File: config.mk
export PLATFORM = sky130hd
export DESIGN_NAME = sfu_accum
export DESIGN_NICKNAME = d
export VERILOG_FILES = /design/src/rtl/sfu_accum.sv
export SDC_FILE = /design/constraint.sdc
export NUM_CORES = 1
export LEC_CHECK = 0
export BUFFER_PORTS_ARGS = -buffer_cell sky130_fd_sc_hd__buf_2
export CORE_ASPECT_RATIO = 0.7
export CORE_MARGIN = 1.5
export CORE_UTILIZATION = 40
export DETAILED_ROUTE_END_ITERATION = 7
export SLEW_MARGIN = 20
export SYNTH_ARGS = -nofsm -noshare
export SYNTH_HDL_FRONTEND = slang
export SYNTH_SLANG_ARGS = --single-unit
File: constraint.sdc
create_clock -name clk -period 12.7 [get_ports clk]
set_input_delay 0 -clock clk [delete_from_list [all_inputs] [get_ports clk]]
set_output_delay 0 -clock clk [all_outputs]
set_load 0.02 [all_outputs]
File: src/rtl/sfu_accum.sv
// rtl/sfu_accum.sv - multi-pass saturating psum accumulator with optional ReLU
// Pops acc_len psum vectors from the corelet, sums them per lane with clamping, then holds the result.
module sfu_accum #(
  parameter int psum_bw = 16,
  parameter int col     = 8
) (
  input  logic                   clk,
  input  logic                   reset,
  input  logic                   start,
  input  logic [3:0]             acc_len,
  input  logic                   relu_en,
  input  logic [psum_bw*col-1:0] in_data,
  input  logic                   in_valid,
  output logic                   o_rd,
  output logic [psum_bw*col-1:0] out_data,
  output logic                   out_valid,
  input  logic                   out_ready,
  output logic                   busy,
  output logic                   done
);

  typedef enum logic [1:0] {IDLE, ACC, OUT} state_t;

  state_t                   state, state_nxt;
  logic [3:0]               cnt_q;
  logic [3:0]               len_q;
  logic                     relu_q;
  logic [psum_bw*col-1:0]   acc_q;
  logic [psum_bw*col-1:0]   sum_all;
  logic [psum_bw*col-1:0]   post_all;
  logic [psum_bw*col-1:0]   out_q;
  logic                     done_q;
  logic                     accept;
  logic                     last_pop;

  // One extra bit of headroom per lane; a sign/carry disagreement means the add overflowed.
  for (genvar i = 0; i < col; i++) begin : g_lane
    logic signed [psum_bw-1:0] lane_acc;
    logic signed [psum_bw-1:0] lane_in;
    logic signed [psum_bw:0]   wide;
    logic signed [psum_bw-1:0] lane_sat;

    assign lane_acc = acc_q[psum_bw*i +: psum_bw];
    assign lane_in  = in_data[psum_bw*i +: psum_bw];
    assign wide     = {lane_acc[psum_bw-1], lane_acc} + {lane_in[psum_bw-1], lane_in};

    always_comb begin
      lane_sat = wide[psum_bw-1:0];
      if (wide[psum_bw] != wide[psum_bw-1]) begin
        lane_sat = wide[psum_bw] ? {1'b1, {(psum_bw-1){1'b0}}} : {1'b0, {(psum_bw-1){1'b1}}};
      end
    end

    assign sum_all[psum_bw*i +: psum_bw]  = lane_sat;
    assign post_all[psum_bw*i +: psum_bw] = (relu_q && lane_sat[psum_bw-1]) ? '0 : lane_sat;
  end

  assign accept   = (state == IDLE) && start && (acc_len != 4'd0);
  assign o_rd     = (state == ACC) && in_valid;
  assign last_pop = o_rd && ((cnt_q + 4'd1) == len_q);

  always_comb begin
    state_nxt = state;
    case (state)
      IDLE: if (accept) state_nxt = ACC;
      ACC:  if (last_pop) state_nxt = OUT;
      OUT:  if (out_ready) state_nxt = IDLE;
      default: state_nxt = IDLE;
    endcase
  end

  always_ff @(posedge clk or posedge reset) begin
    if (reset) begin
      state  <= IDLE;
      cnt_q  <= '0;
      len_q  <= '0;
      relu_q <= 1'b0;
      acc_q  <= '0;
      out_q  <= '0;
      done_q <= 1'b0;
    end else begin
      state  <= state_nxt;
      done_q <= (state == OUT) && out_ready;
      if (accept) begin
        len_q  <= acc_len;
        relu_q <= relu_en;
        cnt_q  <= '0;
        acc_q  <= '0;
      end else if (o_rd) begin
        cnt_q <= cnt_q + 4'd1;
        acc_q <= sum_all;
        // The final add's post-processed result is captured so out_data is a clean register.
        if (last_pop) out_q <= post_all;
      end
    end
  end

  assign out_data  = out_q;
  assign out_valid = (state == OUT);
  assign busy      = (state != IDLE);
  assign done      = done_q;

endmodule

[Word level (Yosys, flattened, before mapping)]
Cells that the tools add are included.
Storage, ports and cells
  register bits after elaboration: 268
  input bits: 138
  output and inout bits: 132
  logic and storage cells: 82
Cells by class
  add/subtract/negate cells: 9
  eq/ne operators: 14
  muxes and demuxes: 32
  bitwise logic cells: 1
  reduce and logical (&&, ||, !) cells: 19
Operators by type and width (number)
  2-to-1 mux 16 bit: 24
  2-to-1 mux 128 bit: 2
  adder 16 x 16 -> 17 bit: 8
  logical AND 1 bit: 13
  2-to-1 mux 4 bit: 2
  != test 1 bit: 8
  2-to-1 mux 2 bit: 3
  one-hot mux 2 bit (3 select lines): 1
  AND reduction 3 bit: 2
  adder 4 x 1 -> 4 bit, second input constant: 1
  equality test 4 bit: 1
  != test 2 bit, second input constant: 2
  nonzero test 2 bit: 2
  nonzero test 4 bit: 1
  equality test 2 x 1 -> 1 bit, second input constant: 1
  equality test 2 bit, second input constant: 1
  logical NOT 2 bit: 1
  != test 2 x 1 -> 1 bit, second input constant: 1
  NOT 1 bit: 1

[Longest topological paths before layout]
Gate-level depths: netlist of the first run.
  word-level depth: 5
  mapped depth: 17

[Least setup slack after synthesis of the first run]
Ideal clock, no wire load.
  path kind: register to register
  start point: register acc_q[49]
  end point: register out_q[50], in the netlist out_data[50]
  arrival: 3.485 ns
  data required time: 12.574 ns
  setup slack: 9.089 ns
  stages on the path, launching flop included: 17
  path buffers: 1
  period minus slack after synthesis: 3.611 ns
  cells stage by stage: dfrtp_1 ha_1 a21oi_1 o2111ai_1 a31oi_1 o21ai_1 a311o_1 a21o_1 a21o_1 a21o_1 xnor2_1 ha_1 nor2_1 o21ai_0 nor2_1 clkbuf_1 a221o_1
Between the ends
  word-level cells in the longest chain between the ends: 5
  elaborated cells on any way between the ends: 6
  those cells by class: add/sub (1); eq/ne (1); mux (3); reduce/logical (1)
Ends and longest elaborated chain
  start, declared: RTL line 28  | logic [psum_bw*col-1:0] acc_q;
  start signal, assigned: RTL line 91  | acc_q <= sum_all;
  adder 16 x 16 -> 17 bit (*): RTL line 45  | assign wide = {lane_acc[psum_bw-1], lane_acc} + {lane_in[psum_bw-1], lane_in};
  2-to-1 mux 16 bit / != test 1 bit (equally long branches): RTL line 50, 49
  2-to-1 mux 16 bit (*): RTL line 49  | if (wide[psum_bw] != wide[psum_bw-1]) begin
  logical AND 1 bit: RTL line 55  | assign post_all[psum_bw*i +: psum_bw] = (relu_q && lane_sat[psum_bw-1]) ? '0 : lane_sat;
  2-to-1 mux 16 bit (*): RTL line 55
  end signal, assigned: RTL line 93  | if (last_pop) out_q <= post_all;
  end, declared: RTL line 31  | logic [psum_bw*col-1:0] out_q;
Mark *: on every way between the ends. The rest lies on a longest branch, timed or not.
A chain may end at the register's enable or synchronous reset.

[Worst setup path in the final report of the first run]
  start point: register acc_q[49]
  end point: register out_q[58], in the netlist out_data[58]
Same word-level chain as after synthesis.

==> reports/metrics.cfg, run 1 <==
[outcome]
status=finished, final reports clean

[drt]
drc=0
routedWlPerCell_um=18.54
postRouteAntennaNets=0
via_per_inst=5.500
wl_mm=47.47
drt_pass1_iterations=4
vias=14080
drt_iter0_drc=693

[timing]
period_share_pct=33.48
setup_viol=0
max_freq_mhz=235.2
maxSlewHeadroom_pct=30.57
setup-tns-final_ns=0
rsz0062_at_grt=false
worstMarginPinSlew_ns=1.041
min_period_ns=4.252
fin_skew_ns=0.01756
drv_slew=0
hold_viol_final=0

[clocking]
cts_root_buf=clkbuf_16
cts.sinks=268
path_clk_slew_ns=0.06
cts_buffers=30
postCtsSetupRepairBufs=0
cts.repair.resized=0
cts_tree=built
clk_latency_ns=0.57
ctsLongestPathBuffers=3
cts_max_level=1

[power_and_ir_drop]
powerDensity_nw_per_um2=311.6
p_leak_nw=9.602
irDropWorstVdd_mv=0.1290

[critical_path]
crit_slowest_cell=nor2_1
cp-startpoint=acc_q[49]$_DFFE_PP0P_
crit_chain=ha_1 -> a21oi_1 -> o2111ai_1 -> a31oi_1 -> o21ai_1 -> a311o_1 -> a21o_1 -> a21o_1 -> a21o_1 -> xor2_1 -> ha_1 -> nor2_1 -> o21ai_0 -> nor2_1 -> a221o_1
cp_common_cell=a21o_1
crit_type=reg2reg
max_stage_delay_ns=0.75
r2r-start=acc_q[49]$_DFFE_PP0P_
crit_path_max_fanout=12
r2r_setup_slack_ns=8.45
crit_path_end=out_data[58]$_DFFE_PP0P_
r2r-end=out_data[58]$_DFFE_PP0P_
cp.arrival_ns=4.75
reg2reg_depth=15
worstSetupEndpointType=flop
cp.required_ns=13.20
cp-start-kind=flop

[worst_hold_path]
min_path_type=in2reg

[grt]
grt_pass1_wl_mm=76.61
grt_use_met1_pct=31.90
grt_usage_pct=22.31
grt_max_degree=78
grt-ovfl-total=0
antenna_found_initial=7
busiest_layer=met2
grt_pass1_vias=14270
gr-usage-met2_pct=34.40
grt_util_met3_pct=4.160

[final_layout]
multiInputGateArea_um2=9209
seqCellArea_um2=6706
layout.nets=2288
fin_cells=2560
syn_to_final_growth_pct=18.94
drive_gt1_share_pct=18.51
filler_cell_count=3888

[job]
cap_violations=0

[floorplan]
initial_utilization_pct=40.95
die_x_um=245.3
core-area_um2=40150
die_area_um2=42340
die_y_um=172.6
std_cell_rows=61
io_pins=270

[place]
hpwl_mm=33.35
gp_congestion=0.9000
dp.cells=2479
portBuffers=269

[synthesis]
netlist_area_um2=16440
ys_seq_area_share_pct=40.79
synth_warnings=0
syn_area_per_cell_um2=9.459
ys_ff_latch=268
synth_top_cell_area_share_pct=40.79
ys.flop_type=dfrtp_1
ys_types=73
synth_edf_count=0
yosysTopAreaCell=dfrtp_1
async_reset_ff_share_pct=100.0
synth_area_leaders=dfrtp_1, ha_1, a221o_1, o21ai_0, xnor2_1
synth_nets=2027
netlist_instances=1738

[worst min-delay path by stage]
stage | cells past startpoint | slack, ns | end | startpoint
3_5_place_dp | 2 | 0.12 | out_data[5]$_DFFE_PP0P_ | reset
2_1_floorplan | 2 | 0.11 | len_q[0]$_DFFE_PP0P_ | acc_len[0]
3_3_place_gp | 2 | 0.12 | out_data[5]$_DFFE_PP0P_ | reset
6_report | 4 | 0.03 | out_data[67]$_DFFE_PP0P_ | in_data[67]
5_1_grt | 4 | 0.04 | acc_q[67]$_DFFE_PP0P_ | in_data[67]
4_1_cts | 4 | 0.0002 | out_data[67]$_DFFE_PP0P_ | in_data[67]
[area by class of cell]
class                   instances  area share (%)
diodes                          5         0.06399
clock buffers                  40           4.447
clock inverters                13          0.6655
inverters                      65           1.286
multi-input cells            1325           47.10
flip-flops and latches        268           34.30
well taps                     535           3.424
repair buffers                309           8.716
[cells in the mapped netlist (4+ instances only)]
library cell / instances
a311oi_1: 4
buf_1: 4
o31ai_1: 17
inv_1: 64
nand3_1: 68
a21boi_2: 4
buf_2: 11
o21ai_2: 4
o21bai_1: 10
xor2_1: 41
o31a_1: 4
and3_1: 8
fa_1: 8
a21boi_0: 6
a211oi_1: 12
nand2_1: 141
a21o_1: 46
dfrtp_1: 268
o2bb2ai_1: 4
o21ai_0: 148
or3_1: 7
a221o_1: 84
nor2_1: 140
a21oi_1: 108
ha_1: 143
and2_1: 9
xnor2_1: 72
nor3_1: 39
o21a_1: 22
nor2b_1: 22
nand4_1: 4
o211ai_1: 12
a211o_1: 12
nand2b_1: 24
clkbuf_1: 63
a31oi_1: 14
a22o_1: 14
o21ai_1: 22
[routing by layer]
layer	up-vias	share of wire, %	routed length, µm
li1	6873	-	-
met1	6787	48	22960
met2	342	44	20690
met3	79	5.3	2529
met4	0	2.7	1296
met5	-	0	0
[cells by family (layout without fill, tap and decap cells)]
| kind of cell | count (synthesis) | in the layout | share of synthesized area [%] |
|---|---|---|---|
| AOI/OAI and AO/OA | 581 | 581 | 24.49 |
| xor gates and xnor gates | 113 | 113 | 6.020 |
| adders and majority gates | 151 | 151 | 11.86 |
| buffers and inverters | 145 | 427 | 3.463 |
| DFF | 268 | 268 | 40.79 |
| other | 0 | 5 | 0 |
| and+or+nand+nor | 480 | 480 | 13.37 |
[critical path: cells and delay by family, from the launching register on]
| kind | cells | cell delay (ns) |
|---|---|---|
| AO/OA/AOI/OAI | 10 | 2.24 |
| XOR/XNOR | 1 | 0.15 |
| adder cells (fa/ha/maj) | 2 | 0.46 |
| flip-flops | 1 | 0.39 |
| AND/OR/NAND/NOR | 2 | 0.93 |
[registers in the layout (all words and copies together), names as in the netlist]
| name | count |
|---|---|
| acc_q | 128 |
| cnt_q | 4 |
| out_data | 128 |
| done | 1 |
| relu_q | 1 |
| state | 2 |
| len_q | 4 |
[repair_timing]
item | CTS | global route
hold buffers | 23 | 0
hold endpoints to repair | 105 | 0
endpoints found under the setup margin | 0 | 0
[per-stage QoR]
| stage | hold WS, ns | area (µm²) | total power (W) | utilization (%) | setup WS [ns] |
|---|---|---|---|---|---|
| 2_1_floorplan | 0.1054 | 16440 | 0.004242 | - | 5.318 |
| 3_3_place_gp | 0.1217 | 18310 | 0.005113 | 45.60 | 8.411 |
| 3_5_place_dp | 0.1246 | 18310 | 0.005194 | 45.60 | 8.324 |
| 4_1_cts | 0.0001728 | 19540 | 0.006114 | 48.66 | 8.283 |
| 5_1_grt | 0.03732 | 19550 | 0.006633 | 48.70 | 8.049 |
| 6_report | 0.02873 | 19550 | 0.006093 | 48.70 | 8.448 |
[power breakdown]
group / leakage (nW) / internal, W / switching, W
Clock: 0.495 / 0.000519 / 0.000369
Combinational: 5.71 / 0.00143 / 0.00231
Sequential: 3.40 / 0.00125 / 0.000218
Total: 9.60 / 0.00320 / 0.00289
[cell usage in the layout (no fill, tap or decap), types with 6 or more instances in the layout]
master,synthesis,layout
nand2b_1,24,24
and3_1,8,8
inv_1,64,62
a31oi_1,14,14
o21ai_0,148,148
buf_4,1,17
o21bai_1,10,10
nand2_1,141,141
xnor2_1,72,71
a221o_1,84,84
a21boi_0,6,6
clkinv_2,0,7
a211o_1,12,12
buf_2,11,269
clkbuf_8,0,6
ha_1,143,143
o31ai_1,17,17
a211oi_1,12,12
nor3_1,39,37
nor2b_1,22,22
dfrtp_1,268,268
or3_1,7,7
nand3_1,68,66
clkbuf_16,0,31
dlygate4sd3_1,0,23
nor2_1,140,139
a21oi_1,108,108
xor2_1,41,41
a22o_1,14,14
o211ai_1,12,12
o21ai_1,22,22
and2_1,9,9
a21o_1,46,46
o21a_1,22,22
fa_1,8,8
No activity file was read; power rests on OpenSTA's default activity.
==> run 2, diff against run 1 <==
Clock period 12.7 ns to 3.6 ns, I/O delays scaled along.
==> reports/metrics.cfg, run 2 (same netlist as run 1, synthesis figures left out) <==
[timing]
hold_viol_final=0
rsz0062_at_grt=true
finalWorstSetupSlack_ns=0.09739
holdWs_ns=0.03867
period_share_pct=97.29
drv_slew=0
max_freq_mhz=285.5
worstMarginPinSlew_ns=0.8211
min_period_ns=3.503
setup_viol=0
maxSlewHeadroom_pct=45.14
fin_skew_ns=0.01648

[power_and_ir_drop]
p_leak_nw=10.20
seqPwrFrac_pct=21.9
switching_power_w=0.01099
cell_internal_pwr_w=0.01269
power_frac_comb_pct=64.6
fin_total_pwr_w=0.02368
irDropWorstVdd_mv=0.4554
switching_share_pct=46.40
powerDensity_nw_per_um2=1135
clkPwrFrac_pct=13.5

[floorplan]
core-area_um2=40150
std_cell_rows=61
die_y_um=172.6
die_area_um2=42340
die_x_um=245.3
io_pins=270
initial_utilization_pct=40.95

[critical_path]
cp.arrival_ns=3.94
cp_common_cell=a21o_1
worstSetupEndpointType=flop
crit_family=compound AO/OA/AOI/OAI gates
crit_buf_inv=1
crit_slowest_cell=dfrtp_1
cp-start-kind=flop
crit_path_max_fanout=12
cp.required_ns=4.04
max_stage_delay_ns=0.41
crit_chain=ha_4 -> nor3_2 -> o2111ai_2 -> a31oi_2 -> o21ai_2 -> a311o_1 -> a21o_1 -> a21o_1 -> a21o_1 -> xor2_1 -> ha_2 -> nor2_1 -> o21ai_2 -> nor2_4 -> buf_12 -> a221o_1
crit_type=reg2reg

[worst_hold_path]
min_path_type=in2reg

[clocking]
cts_max_level=1
cts.sinks=268
clk_latency_ns=0.56
cts_root_buf=clkbuf_16
cts_buffers=30
ctsLongestPathBuffers=3
path_clk_slew_ns=0.06
cts_tree=built

[drt]
drt_iter0_drc=904
routedWlPerCell_um=18.75
drt_pass1_iterations=5
vias=14500
wl_mm=49.78
via_per_inst=5.463
drc=0
postRouteAntennaNets=0

[grt]
grt-ovfl-total=0
grt_pass1_vias=14340
grt_use_met1_pct=33.40
grt_util_met3_pct=3.135
gr-usage-met2_pct=35.85
busiest_layer=met2
grt_max_degree=126
grt_usage_pct=22.98
grt_pass1_wl_mm=78.48
antenna_found_initial=4

[final_layout]
syn_to_final_growth_pct=26.88
layout.nets=2384
drive_gt1_share_pct=25.37
final_cell_mix=buf_2, dfrtp_1, nand2_1
seqCellArea_um2=6706
layout_commonest_cell=buf_2
multiInputGateArea_um2=9634
filler_cell_count=3706

[job]
cap_violations=0

[place]
place_ws_ns=-0.3978
portBuffers=269
hpwl_mm=35.03
gp_congestion=0.8797

[outcome]
status=finished, final reports clean

-- run 2: cell types whose count changed in the layout (fill, tap and decap cells not counted), sizes merged --
cell	previous run	this run
buf	286	381
clkbuf	40	45
inv	65	64
clkinv	9	7
clkinvlp	2	1
o311ai	2	3
diode	5	3
-- run 2: per-layer routing --
metal / up-vias / part of all wire, %
met2: 359 / 45
met4: 0 / 2.5
met3: 65 / 4.9
met5: - / 0
met1: 7005 / 48
li1: 7074 / -
-- run 2: area by class of cell --
cell class	instances	area share [%]
Multi-Input combinational cell	1326	46.19
Sequential cell	268	32.15
Timing Repair Buffer	404	12.30
Clock buffer	45	4.451
Tap cell	535	3.209
Inverter	65	1.188
Clock inverter	9	0.4739
Antenna cell	3	0.03599
-- run 2: final timing paths --
| check | endpoint | cells after the start | slack, ns | from |
|---|---|---|---|---|
| hold reg to reg | out_data[15]$_DFFE_PP0P_ | 2 | 0.47 | out_data[15]$_DFFE_PP0P_ |
| min in group asynchronous | out_data[19]$_DFFE_PP0P_ | 3 | 0.13 | reset |
| setup reg to reg | out_data[59]$_DFFE_PP0P_ | 16 | 0.1 | acc_q[52]$_DFFE_PP0P_ |
| setup / recovery | out_data[59]$_DFFE_PP0P_ | 16 | 0.1 | acc_q[52]$_DFFE_PP0P_ |
| hold / removal | out_data[19]$_DFFE_PP0P_ | 4 | 0.04 | in_data[19] |
| max in group asynchronous | acc_q[125]$_DFFE_PP0P_ | 4 | 2.49 | reset |
-- run 2: metrics by stage --
stage / utilization, % / TNS (ns) / cells / instance area (µm²)
6_report: 51.96 / 0 / 2655 / 20860
5_1_grt: 51.96 / -0.6633 / 2655 / 20860
4_1_cts: 51.00 / 0 / 2647 / 20470
3_5_place_dp: 47.39 / -12.81 / 2563 / 19030
3_3_place_gp: 47.39 / -8.335 / 2563 / 19030
2_1_floorplan: - / 0 / 1738 / 16440
-- run 2: what timing repair did --
item                                    CTS  global route
pin swaps                                 3            22
gates cloned                              2             0
endpoints found under the hold margin    61             0
endpoints found under the setup margin  111           174
buffers inserted                          5             6
hold buffers                             23             0
resized for setup                        28            75
-- run 2: worst reg2reg max path: stages (launching register included) --
cell       delay, ns
dfrtp_1         0.41
ha_4            0.18
nor3_2          0.23
o2111ai_2       0.16
a31oi_2         0.21
o21ai_2         0.08
a311o_1         0.35
a21o_1          0.18
a21o_1          0.18
a21o_1          0.18
xor2_1          0.16
ha_2            0.19
nor2_1          0.07
o21ai_2         0.30
nor2_4          0.08
buf_12          0.15
a221o_1         0.29
-- run 2: power groups by stage --
stage	combinational [W]	clock (W)	sequential, W
2_1_floorplan	0.00923	0	0.00574
3_3_place_gp	0.0140	0	0.00516
3_5_place_dp	0.0142	0	0.00519
4_1_cts	0.0147	0.00328	0.00517
5_1_grt	0.0168	0.00340	0.00534
6_report	0.0153	0.00320	0.00518
==> run 3, diff against run 2 <==
Settings changed: RECOVER_POWER from default to 50.
Clock period 3.6 ns to 3.4 ns, I/O delays scaled along.
==> reports/metrics.cfg, run 3 (same netlist as run 1, synthesis figures left out) <==
[critical_path]
cp.required_ns=3.86
crit_chain=ha_1 -> or3_1 -> a311oi_2 -> o31ai_2 -> a221o_1 -> a21oi_2 -> o21bai_1 -> a21o_1 -> buf_6 -> xnor2_2 -> ha_2 -> nor2_4 -> o21ai_1 -> buf_4 -> inv_2 -> a221o_1
crit_buf_inv=3
cp.arrival_ns=3.87
crit_path_max_fanout=4
worstSetupEndpointType=flop
crit_type=reg2reg
crit_family=compound AO/OA/AOI/OAI gates
cp_common_cell=a221o_1
max_stage_delay_ns=0.39
cp-start-kind=flop
crit_slowest_cell=dfrtp_1

[timing]
hold_viol_final=0
maxSlewHeadroom_pct=-12.72
worstMarginPinSlew_ns=1.691
min_period_ns=3.411
drv_slew=102
period_share_pct=100.3
fin_skew_ns=0.02186
rsz0062_at_grt=true
finalWorstSetupSlack_ns=-0.01095
setup_viol=2
max_freq_mhz=293.2

[clocking]
cts.sinks=268
path_clk_slew_ns=0.07
cts_max_level=1
cts_tree=built
cts_buffers=30
clk_latency_ns=0.58
ctsLongestPathBuffers=3
cts_root_buf=clkbuf_16

[outcome]
status=finished, violations left
violations=capacitance limit, slew limit, setup timing

[grt]
grt_max_degree=126
grt_pass1_wl_mm=82.20
grt-ovfl-total=0
grt_pass1_vias=15010
antenna_found_initial=4
grt_usage_pct=23.98

[drt]
via_per_inst=5.524
drc=0
wl_mm=51.87
postRouteAntennaNets=0
drt_iter0_drc=1009
drt_pass1_iterations=5
vias=15090
routedWlPerCell_um=18.99

[worst_hold_path]
min_path_type=in2reg

[power_and_ir_drop]
powerDensity_nw_per_um2=1275
p_leak_nw=10.57
irDropWorstVdd_mv=0.5939
fin_total_pwr_w=0.02816

[final_layout]
layout_commonest_cell=dfrtp_1
drive_gt1_share_pct=29.18
filler_cell_count=3647
fin_cells=2732
final_cell_mix=dfrtp_1, buf_2, buf_4
syn_to_final_growth_pct=34.40
layout.nets=2458

[job]
cap_violations=2

[floorplan]
core-area_um2=40150
io_pins=270
die_x_um=245.3
std_cell_rows=61
die_area_um2=42340
initial_utilization_pct=40.95
die_y_um=172.6

[place]
portBuffers=269
hpwl_mm=36.14
gp_congestion=0.9334
dp.cells=2603

-- run 3: layout make-up --
cell class	instances	area [µm²]	area share, %
antenna	4	10.01	0.04530
clock buffer	35	810.8	3.670
clock inverter	21	449.2	2.033
inverter	65	247.7	1.121
multi-input combinational	1326	10130	45.85
sequential	268	6706	30.35
tap	535	669.4	3.030
timing repair buffer	478	3072	13.90
-- run 3: tightest hold or removal path: stages --
cell and delay (ns):
buf_2 0.12, inv_1 0.07, fa_1 0.16, nor2_1 0.06, nor2_4 0.10, o21ai_2 0.06
-- run 3: power by group --
part	switching (W)	internal [W]	leakage (nW)
clock	0.00143	0.00269	0.603
combinational	0.0105	0.00800	6.57
sequential	0.000864	0.00466	3.40
total	0.0128	0.0154	10.6
-- run 3: worst paths after layout --
kind                                           start                        end  slack (ns)  depth (start not counted)
max reg2reg                     acc_q[6]$_DFFE_PP0P_   out_data[14]$_DFFE_PP0P_       -0.01                         16
max                             acc_q[6]$_DFFE_PP0P_   out_data[14]$_DFFE_PP0P_       -0.01                         16
max in group asynchronous                      reset      acc_q[61]$_DFFE_PP0P_        0.75                          4
min in group asynchronous                      reset      acc_q[17]$_DFFE_PP0P_        0.35                          3
min reg2reg                out_data[127]$_DFFE_PP0P_  out_data[127]$_DFFE_PP0P_        0.47                          2
min                                       in_data[1]    out_data[1]$_DFFE_PP0P_        0.05                          6
-- run 3: timing repair --
item / CTS / global route
pin swaps: 31 / 97
endpoints found under the hold margin: 69 / 0
cloned: 1 / 1
hold buffers: 26 / 0
setup endpoints to repair: 192 / 214
gates resized for setup: 82 / 193
buffers inserted: 23 / 21
-- run 3: metal layers --
layer	global-route usage (%)	wire, µm	part of all wire, %
met1	34.93	24310	47
met2	36.73	23260	45
met3	4.097	2978	5.7
met4	6.121	1313	2.5
met5	0	13	0.025
-- run 3: through the flow --
stage	setup TNS (ns)	setup slack (ns)	area [µm²]	hold slack, ns	util, %
floorplan	-37.38	-0.1395	16450	0.1054	-
global placement	-24.11	-0.5254	19370	0.2088	48.26
detailed placement	-34.53	-0.6379	19370	0.2301	48.26
CTS	-2.160	-0.1434	21390	0.002581	53.27
global route	-7.126	-0.1723	22090	0.04857	55.02
finish	-0.01314	-0.01095	22090	0.04771	55.04
